==> src/rtl/mem_arbiter.sv <==
// mem_arbiter: shares one async SRAM between IF reads and MEM read/write with alternating priority.
// Define MEM_ARB_STATS_EN to add a saturating stall_cnt output.
module mem_arbiter #(
  parameter int ADDR_W  = 18,
  parameter int DATA_W  = 16,
  parameter int RD_WAIT = 1
) (
  input  logic              clk_50MHz,
  input  logic              rst,
`ifdef MEM_ARB_STATS_EN
  output logic [15:0]       stall_cnt,
`endif
  input  logic              if_req,
  input  logic [ADDR_W-1:0] if_addr,
  output logic [DATA_W-1:0] if_rdata,
  output logic              if_ready,
  output logic              if_stall,
  input  logic              mem_req,
  input  logic              mem_wr,
  input  logic [ADDR_W-1:0] mem_addr,
  input  logic [DATA_W-1:0] mem_wdata,
  output logic [DATA_W-1:0] mem_rdata,
  output logic              mem_ready,
  output logic              mem_stall,
  output logic [ADDR_W-1:0] ram_addr,
  output logic [DATA_W-1:0] ram_wdata,
  input  logic [DATA_W-1:0] ram_rdata,
  output logic              ram_ce_n,
  output logic              ram_oe_n,
  output logic              ram_we_n
);
  typedef enum logic [2:0] {IDLE, RD_MEM, WR_SETUP, WR_PULSE, RD_IF} state_t;
  state_t state_q, state_d;
  logic [1:0] cnt_q, cnt_d;
  logic last_mem_q, last_mem_d;
  logic if_ready_q, if_ready_d, mem_ready_q, mem_ready_d;
  logic [DATA_W-1:0] if_rdata_q, if_rdata_d, mem_rdata_q, mem_rdata_d;
  logic [ADDR_W-1:0] ram_addr_q, ram_addr_d;
  logic [DATA_W-1:0] ram_wdata_q, ram_wdata_d;
  logic ce_n_q, ce_n_d, oe_n_q, oe_n_d, we_n_q, we_n_d;
  logic if_pend, mem_pend, grant_mem;
  // a request still high during its own ready cycle is the one just served
  assign if_pend   = if_req & ~if_ready_q;
  assign mem_pend  = mem_req & ~mem_ready_q;
  assign grant_mem = mem_pend & (~if_pend | ~last_mem_q);
  always_comb begin
    state_d     = state_q;
    cnt_d       = cnt_q;
    last_mem_d  = last_mem_q;
    if_ready_d  = 1'b0;
    mem_ready_d = 1'b0;
    if_rdata_d  = if_rdata_q;
    mem_rdata_d = mem_rdata_q;
    ram_addr_d  = ram_addr_q;
    ram_wdata_d = ram_wdata_q;
    case (state_q)
      IDLE: begin
        cnt_d = '0;
        if (grant_mem) begin
          state_d     = mem_wr ? WR_SETUP : RD_MEM;
          ram_addr_d  = mem_addr;
          ram_wdata_d = mem_wr ? mem_wdata : ram_wdata_q;
        end else if (if_pend) begin
          state_d    = RD_IF;
          ram_addr_d = if_addr;
        end
      end
      RD_MEM, RD_IF: begin
        if (cnt_q == 2'(RD_WAIT)) begin
          state_d     = IDLE;
          last_mem_d  = state_q == RD_MEM;
          mem_ready_d = state_q == RD_MEM;
          if_ready_d  = state_q == RD_IF;
          mem_rdata_d = state_q == RD_MEM ? ram_rdata : mem_rdata_q;
          if_rdata_d  = state_q == RD_IF ? ram_rdata : if_rdata_q;
        end else begin
          cnt_d = cnt_q + 2'd1;
        end
      end
      WR_SETUP: state_d = WR_PULSE;
      WR_PULSE: begin
        state_d     = IDLE;
        mem_ready_d = 1'b1;
        last_mem_d  = 1'b1;
      end
      default: state_d = IDLE;
    endcase
    ce_n_d = state_d == IDLE;
    oe_n_d = !(state_d == RD_MEM || state_d == RD_IF);
    we_n_d = state_d != WR_PULSE;
  end
  always_ff @(posedge clk_50MHz) begin
    if (rst) begin
      state_q     <= IDLE;
      cnt_q       <= '0;
      last_mem_q  <= 1'b0;
      if_ready_q  <= 1'b0;
      mem_ready_q <= 1'b0;
      if_rdata_q  <= '0;
      mem_rdata_q <= '0;
      ram_addr_q  <= '0;
      ram_wdata_q <= '0;
      ce_n_q      <= 1'b1;
      oe_n_q      <= 1'b1;
      we_n_q      <= 1'b1;
    end else begin
      state_q     <= state_d;
      cnt_q       <= cnt_d;
      last_mem_q  <= last_mem_d;
      if_ready_q  <= if_ready_d;
      mem_ready_q <= mem_ready_d;
      if_rdata_q  <= if_rdata_d;
      mem_rdata_q <= mem_rdata_d;
      ram_addr_q  <= ram_addr_d;
      ram_wdata_q <= ram_wdata_d;
      ce_n_q      <= ce_n_d;
      oe_n_q      <= oe_n_d;
      we_n_q      <= we_n_d;
    end
  end
  assign if_rdata  = if_rdata_q;
  assign if_ready  = if_ready_q;
  assign if_stall  = if_req & ~if_ready_q;
  assign mem_rdata = mem_rdata_q;
  assign mem_ready = mem_ready_q;
  assign mem_stall = mem_req & ~mem_ready_q;
  assign ram_addr  = ram_addr_q;
  assign ram_wdata = ram_wdata_q;
  assign ram_ce_n  = ce_n_q;
  assign ram_oe_n  = oe_n_q;
  assign ram_we_n  = we_n_q;
`ifdef MEM_ARB_STATS_EN
  logic [15:0] stall_cnt_q, stall_cnt_d;
  always_comb stall_cnt_d = ((if_stall | mem_stall) && stall_cnt_q != 16'hFFFF) ? stall_cnt_q + 16'd1 : stall_cnt_q;
  always_ff @(posedge clk_50MHz) begin
    if (rst) stall_cnt_q <= '0;
    else     stall_cnt_q <= stall_cnt_d;
  end
  assign stall_cnt = stall_cnt_q;
`endif
endmodule

==> config.mk <==
export PLATFORM = sky130hd
export DESIGN_NAME = mem_arbiter
export DESIGN_NICKNAME = d
export VERILOG_FILES = /design/src/rtl/mem_arbiter.sv
export SDC_FILE = /design/constraint.sdc
export NUM_CORES = 1
export LEC_CHECK = 0
export BUFFER_PORTS_ARGS = -buffer_cell sky130_fd_sc_hd__buf_2
export CORE_MARGIN = 3
export CORE_UTILIZATION = 50
export CTS_CLUSTER_SIZE = 16
export DETAILED_ROUTE_END_ITERATION = 6
export GPL_ROUTABILITY_DRIVEN = 0
export HOLD_SLACK_MARGIN = 0.03
export PLACE_DENSITY = 0.95
export SETUP_SLACK_MARGIN = 0.2
export SYNTH_ARGS = -nofsm -noshare
export SYNTH_HDL_FRONTEND = slang
export SYNTH_SLANG_ARGS = --single-unit
==> constraint.sdc <==
create_clock -name clk_50MHz -period 4.6 [get_ports clk_50MHz]
set_clock_uncertainty 0.05 [all_clocks]
set_input_delay 0.69 -clock clk_50MHz [delete_from_list [all_inputs] [get_ports clk_50MHz]]
set_output_delay 0.69 -clock clk_50MHz [all_outputs]
set_load 0.01 [all_outputs]
* Word-level counts from Yosys, hierarchy flattened
Index checks and enable logic that the tools add are counted.
Storage, ports and cells: bits in read-only memories 0, input bits 73, output and inout bits 73, bits in registers 77, bits in latches 0, logic and storage cells 61, bits in writable memories 0, memories 0
Operators by class: multipliers 0, shifts and indexed selects 0, order comparisons 0, div/mod/pow operators 0, add/subtract/negate cells 1, reduce and logical (&&, ||, !) cells 15, bitwise gates (word level) 10, eq/ne operators 10, multiplexer cells 13
Operators with widths (number):
- $mux 18 | 2
- $mux 3 | 3
- $pmux 3 s3 | 1
- $reduce_and 3->1 | 3
- $eq 3x1->1 const B | 2
- $eq 3x2->1 const B | 2
- $eq 3x3->1 const B | 2
- $logic_not 3->1 | 2
- $not 1->1 | 6
- $reduce_and 2->1 | 3
- $reduce_bool 2->1 | 3
- $mux 2 | 2
- $ne 2x2->1 const B | 2
- $pmux 1 s2 | 2
- $pmux 2 s2 | 1
- $and 1x1->1 | 3
- $ne 3x2->1 const B | 1
- $reduce_or 3->1 | 1
- $add 2x1->2 const B | 1
- $eq 2x1->1 const B | 1
- $mux 1 | 2
- $reduce_or 2->1 | 1
- $logic_not 1->1 | 1
- $logic_or 1x1->1 | 1
- $or 1x1->1 | 1

* Longest topological paths before layout
Gate-level depths: netlist of the first run.
word-level depth 10, gate-level depth with buffers 8, mapped depth without buffers 6

* Least setup slack after synthesis of the first run
OpenSTA, ideal clock, no wires.
path kind input -> output, start input port mem_req, end output port mem_stall, path slack 2.580 ns, data arrival time 1.280 ns, stages on the path 4, data required time 3.860 ns, cells stage by stage nor2b_1 -> buf_2 -> buf_4 -> buf_4
Between the ends: cells in the longest elaborated chain, start to end 1
RTL lines:
- start, declared | RTL line 18 | input logic mem_req,
- $and 1x1->1 | RTL line 126 | assign mem_stall = mem_req & ~mem_ready_q;
- end, declared | RTL line 24 | output logic mem_stall,
Every way passes these cells.

* Worst setup path in the final report of the first run
start input port if_req, end register ram_addr_q[12], in the netlist ram_addr[12]
Between the ends: cells in the longest elaborated chain, start to end 6, elaborated cells on any way between the ends 7, those cells by class mux (1); bitwise (4); reduce/logical (2)
RTL lines:
- start, declared | RTL line 13 | input logic if_req,
- $and 1x1->1 (*) | RTL line 43 | assign if_pend = if_req & ~if_ready_q;
- $not 1->1 | RTL line 45 | assign grant_mem = mem_pend & (~if_pend | ~last_mem_q);
- $or 1x1->1 | RTL line 45
- $and 1x1->1 | RTL line 45
- $reduce_bool 2->1 (no source line)
- $reduce_and 2->1 (no source line)
- end signal, assigned | RTL line 114 | ram_addr_q <= ram_addr_d;
- end, declared | RTL line 38 | logic [ADDR_W-1:0] ram_addr_q, ram_addr_d;
Mark *: on every way between the ends. The rest lies on a longest branch, timed or not. A chain may end at the register's enable or synchronous reset.

==> results.sh, run 1 <==
export IMPL_worstMarginPinSlew_ps=913
export IMPL_hpwl_mm=5.97
export IMPL_critPathCapture="ram_addr[12]"
export IMPL_synth_compound_area_frac=0.154
export IMPL_synth_simple_area_share=0.229
export IMPL_r2r_slack_ps=2440
export IMPL_synth_most_common_cell="nand2_1"
export IMPL_maxCapViolCount=0
export IMPL_cts_reportedPaths_clkPinSlew_ps=70
export IMPL_period_needed_ps=2200
export IMPL_cts_tree="yes"
export IMPL_cts_root_buf="clkbuf_8"
export IMPL_drt_wl_total_mm=8.18
export IMPL_vdd_drop_max_v=0.000302
export IMPL_path_buf_inv=1
export IMPL_area_growth_pct=28.1
export IMPL_synth_area_top_cells="dfxtp_1, nand2_1, a311oi_2"
export IMPL_yosys_warnings=0
export IMPL_worstSetupPathType="in2reg"
export IMPL_grt_pass1_wl_mm=13.6
export IMPL_synth_nets=424
export IMPL_r2r_start="if_ready"
export IMPL_cp_depth=5
export IMPL_ant_nets=0
export IMPL_crit_fanout=22
export IMPL_start_util=0.522
export IMPL_max_stage_delay_ps=610
export IMPL_synth_top_family_by_area="simple AND/OR/NAND/NOR gates"
export IMPL_netlist_area_um2=3130
export IMPL_holdPathStages=2
export IMPL_wl_per_cell_um=14.6
export IMPL_cp_arrival_ps=2390
export IMPL_ys_top_cells_by_count="nand2_1, dfxtp_1, nor2_1"
export IMPL_yosysTopAreaCellShare=0.493
export IMPL_crit_start="if_req"
export IMPL_p_total_mw=1.60
export IMPL_slew_headroom=0.390
export IMPL_yosysSeqAreaShare=0.493
export IMPL_worst_setup_path_start_kind="input pin"
export IMPL_htree_levels=3
export IMPL_rows=28
export IMPL_first_iter_violations=191
export IMPL_status="completed"
export IMPL_grt_max_degree=43
export IMPL_p_per_area_nw_per_um2=401
export IMPL_antenna_found_initial=0
export IMPL_die_width_um=85.1
export IMPL_final_max_slew_viol_count=0
export IMPL_clk_latency_ps=330
export IMPL_endpoint_kind="register"
export IMPL_rsz0062_at_grt="false"
export IMPL_path_cells="buf_2, nand3b_1, nand2_2, nand2_1, a311oi_2"
export IMPL_ys_types=37
export IMPL_synth_edf_count=0
export IMPL_cts_buffers=9
export IMPL_r2r_cells=4
export IMPL_track_usage=0.231
export IMPL_drive_gt1_frac=0.378
export IMPL_finalSetupTns_ps=0
export IMPL_worstPathRequired_ps=4790
export IMPL_postSynth_asyncResetShare=0
export IMPL_coreArea_um2=5990
export IMPL_r2r_end="ram_addr[12]"
export IMPL_post_cts_buffers=0
export IMPL_clk_path_buf_depth=2
export IMPL_cpMaxStageDelayCell="nand3b_1"
export IMPL_synth_fa_ha_area_frac=0.0104
export IMPL_vias=3002
export IMPL_final_nets=556
export IMPL_avgSynthCellArea_um2=8.93
export IMPL_first_pass_iters=4
export IMPL_cts_sinks=77
export IMPL_yosys_most_used_dff="dfxtp_1"
export IMPL_fmax_mhz=455
export IMPL_p_leak_nw=1.90
export IMPL_io_buffers=145
export IMPL_synth_area_leader_cell="dfxtp_1"
export IMPL_post_cts_resized=0
export IMPL_routed_via_density=5.34
export IMPL_synth_mux_area_frac=0.0512
export IMPL_io_pin_count=146
export IMPL_die_h_um=85.1
export IMPL_synth_cells=350
export IMPL_dieArea_um2=7240
export IMPL_critPathTopFamily="simple AND/OR/NAND/NOR gates"
export IMPL_route_detailed_drc=0
export IMPL_ys_seq_elements=77
export IMPL_synth_xor_area_frac=0
export IMPL_period_share=0.478
export IMPL_overflow=0
export IMPL_setup_viol=0
export IMPL_hold_violations=0
export IMPL_hold_buffers=0
export IMPL_grt_pass1_vias=3041
export IMPL_diodes=0
export IMPL_holdCritPathClass="reg2reg"
-- state kept, by name, summed over array words and instances, names as in the netlist, 2 cells and up --
| name | cells |
|---|---|
| cnt_q | 2 |
| if_rdata | 16 |
| ram_addr | 18 |
| ram_wdata | 16 |
| mem_rdata | 16 |
| state_q | 3 |
-- worst min-delay path by stage --
stage	start	end	slack [ps]
finish	mem_rdata[14]	mem_rdata[14]	410
global route	mem_rdata[1]	mem_rdata[1]	430
CTS	if_rdata[3]	if_rdata[3]	410
detailed placement	if_rdata[3]	if_rdata[3]	400
global placement	mem_rdata[1]	mem_rdata[1]	390
floorplan	if_rdata[0]	if_rdata[0]	430
-- layout make-up --
cell class / instances / area [um^2]
well taps: 75 / 93.8
inverters: 6 / 22.5
fillers: 496 / 1980
clock buffers: 11 / 131
clock inverters: 5 / 75.1
flip-flops and latches: 77 / 1540
repair buffers: 148 / 748
multi-input cells: 240 / 1390
-- per-stage QoR --
| stage | area [um^2] | std cells | hold WS [ps] | setup WS, ps | util |
|---|---|---|---|---|---|
| 2_1_floorplan | 3130 | 350 | 431 | 2580 | - |
| 3_3_place_gp | 3800 | 546 | 389 | 2120 | 0.634 |
| 3_5_place_dp | 3800 | 546 | 396 | 2040 | 0.634 |
| 4_1_cts | 4010 | 562 | 408 | 2400 | 0.669 |
| 5_1_grt | 4010 | 562 | 425 | 2230 | 0.669 |
| 6_report | 4010 | 562 | 406 | 2400 | 0.669 |
-- cell families (layout without fill, tap and decap cells) --
kind of cell / after synthesis / count (layout)
AND/OR/NAND/NOR: 159 / 159
flip-flops: 77 / 77
AO/OA/AOI/OAI: 62 / 62
buffers and inverters: 33 / 170
multiplexers: 16 / 16
adder cells (fa/ha/maj): 3 / 3
-- placed cells by master, fill, tap and decap left out, drive strengths merged, types with 2 or more instances in the layout --
cell type,Yosys,final
nor4,2,2
nor3,3,3
nand2,85,85
o21ai,3,3
maj3,2,2
nand3,20,20
nor2b,2,2
a21oi,33,33
inv,6,6
a31oi,2,2
bufinv,0,2
a311oi,19,19
nor2,39,39
clkbuf,8,11
nand3b,2,2
buf,19,148
clkinv,0,3
dfxtp,77,77
mux2i,16,16
nor4b,2,2
-- worst reg2reg max path, stage by stage, from the launching register on --
cell and delay [ps]:
dfxtp_1 330, nand3b_1 690, nand2_2 600, nand2_1 120, a311oi_2 290
-- routing by layer --
metal,part of all wire,vias to the layer above,track usage
li1,-,1456,-
met2,0.54,107,0.403
met5,0,-,0
met1,0.38,1411,0.259
met3,0.045,28,0.0398
met4,0.039,0,0.145
-- power by group --
part | internal [mW] | switching (mW)
logic | 0.132 | 0.176
registers | 0.721 | 0.0401
clock network | 0.303 | 0.233
No activity file was read; power rests on OpenSTA's default activity.
==> run 2: changes to the inputs <==
- CORE_UTILIZATION: 50 -> 46
- PLACE_DENSITY: 0.95 -> 0.9
- clock period: 4.6 -> 2.15 ns (I/O delays scaled with it)
==> results.sh, run 2 (synthesized netlist as in run 1, its figures left out) <==
export IMPL_period_needed_ps=1770
export IMPL_start_util=0.484
export IMPL_post_dp_cell_area_um2=3860
export IMPL_rsz0062_at_grt="false"
export IMPL_final_common_cell="buf_2"
export IMPL_worstPathRequired_ps=1780
export IMPL_grt_max_degree=61
export IMPL_die_h_um=88.4
export IMPL_drt_wl_total_mm=8.29
export IMPL_p_per_area_nw_per_um2=824
export IMPL_largest_register_ffs=18
export IMPL_clk_latency_ps=330
export IMPL_worst_setup_path_start_kind="register"
export IMPL_holdPathStages=3
export IMPL_htree_levels=3
export IMPL_die_width_um=88.4
export IMPL_area_growth_pct=29.3
export IMPL_coreArea_um2=6460
export IMPL_antenna_found_initial=0
export IMPL_r2r_cells=6
export IMPL_endpoint_kind="output port"
export IMPL_post_cts_resized=0
export IMPL_routed_via_density=5.27
export IMPL_worstMarginPinSlew_ps=619
export IMPL_max_stage_delay_ps=340
export IMPL_cts_reportedPaths_clkPinSlew_ps=70
export IMPL_setup_viol=0
export IMPL_path_buf_inv=2
export IMPL_multi_input_area_um2=1400
export IMPL_ant_nets=0
export IMPL_vias=2994
export IMPL_route_detailed_drc=0
export IMPL_post_cts_buffers=0
export IMPL_cts_sinks=77
export IMPL_maxCapViolCount=0
export IMPL_io_buffers=145
export IMPL_worstSetupPathType="reg2out"
export IMPL_final_nets=560
export IMPL_finalSetupTns_ps=0
export IMPL_hold_buffers=0
export IMPL_hold_violations=0
export IMPL_seqCellArea_um2=1540
export IMPL_cp_arrival_ps=1400
export IMPL_overflow=0
export IMPL_cpMaxStageDelayCell="dfxtp_1"
export IMPL_cts_tree="yes"
export IMPL_p_leak_nw=1.91
export IMPL_final_max_slew_viol_count=0
export IMPL_final_area_um2=4040
export IMPL_rows=29
export IMPL_io_pin_count=146
export IMPL_slew_headroom=0.587
export IMPL_status="completed"
export IMPL_cp_depth=3
export IMPL_holdCritPathClass="in2reg"
export IMPL_wl_per_cell_um=14.6
export IMPL_dieArea_um2=7820
export IMPL_cts_root_buf="clkbuf_8"
export IMPL_first_iter_violations=182
export IMPL_grt_pass1_wl_mm=12.7
export IMPL_fillers=557
export IMPL_grt_pass1_vias=2953
export IMPL_hpwl_mm=6.07
export IMPL_crit_fanout=20
export IMPL_mostFrequentLayoutCells="buf_2, nand2_1, dfxtp_1"
export IMPL_diodes=0
export IMPL_fin_cells=568
export IMPL_clk_path_buf_depth=2
export IMPL_track_usage=0.207
export IMPL_vdd_drop_max_v=0.000426
export IMPL_drive_gt1_frac=0.383
export IMPL_path_cells="nor2b_2, buf_4, buf_2"
export IMPL_period_share=0.825
export IMPL_cts_buffers=9
export IMPL_fmax_mhz=564
export IMPL_first_pass_iters=4
export IMPL_placedCellCount=552
export IMPL_critPathTopFamily="buffers and inverters"
## run 2: changes by cell type in the layout (fill, tap and decap cells not counted)
cell	previous run	this run
and3_1	1	0
buf_4	3	5
and3_2	0	1
clkbuf_1	2	3
buf_12	0	2
clkinv_4	0	1
clkinv_2	3	2
bufinv_16	2	1
## run 2: report_power, final
group,internal (mW),switching (mW),total [mW]
logic,0.298,0.380,0.678
registers,1.54,0.0852,1.63
clock network,0.536,0.490,1.03
## run 2: stage by stage
stage / hold slack, ps / worst slack [ps] / power [mW] / utilization
finish: 171 / 376 / 3.33 / 0.626
global route: 159 / 284 / 3.50 / 0.626
CTS: 157 / 308 / 3.37 / 0.626
floorplan: 353 / 681 / 2.11 / -
global placement: 390 / 471 / 2.30 / 0.597
detailed placement: 398 / 372 / 2.33 / 0.597
## run 2: final cells by class
cell class | count | share of cell area
clock inverters | 4 | 0.0121
repair buffers | 152 | 0.199
inverters | 6 | 0.00557
multi-input cells | 240 | 0.345
well taps | 77 | 0.0238
clock buffers | 12 | 0.0334
flip-flops and latches | 77 | 0.381
## run 2: worst register-to-register path, stage by stage (launching register included)
cell	delay [ps]
dfxtp_1	370
ha_1	260
nor2b_1	240
nand3b_1	270
buf_4	290
nand2_1	80
a21oi_1	60
## run 2: path summary, 6_finish.rpt
kind	endpoint	startpoint	slack, ps
worst min-delay path	ram_wdata[1]	mem_wdata[1]	170
worst max-delay path	mem_stall	mem_ready	380
worst max register to register	if_rdata[0]	cnt_q[0]	430
worst min register to register	if_rdata[13]	if_rdata[13]	410
## run 2: metal layers
layer  share of wire  global-route usage
met5               0                   0
met4           0.026               0.117
met3           0.052              0.0447
met2            0.54               0.370
met1            0.38               0.227
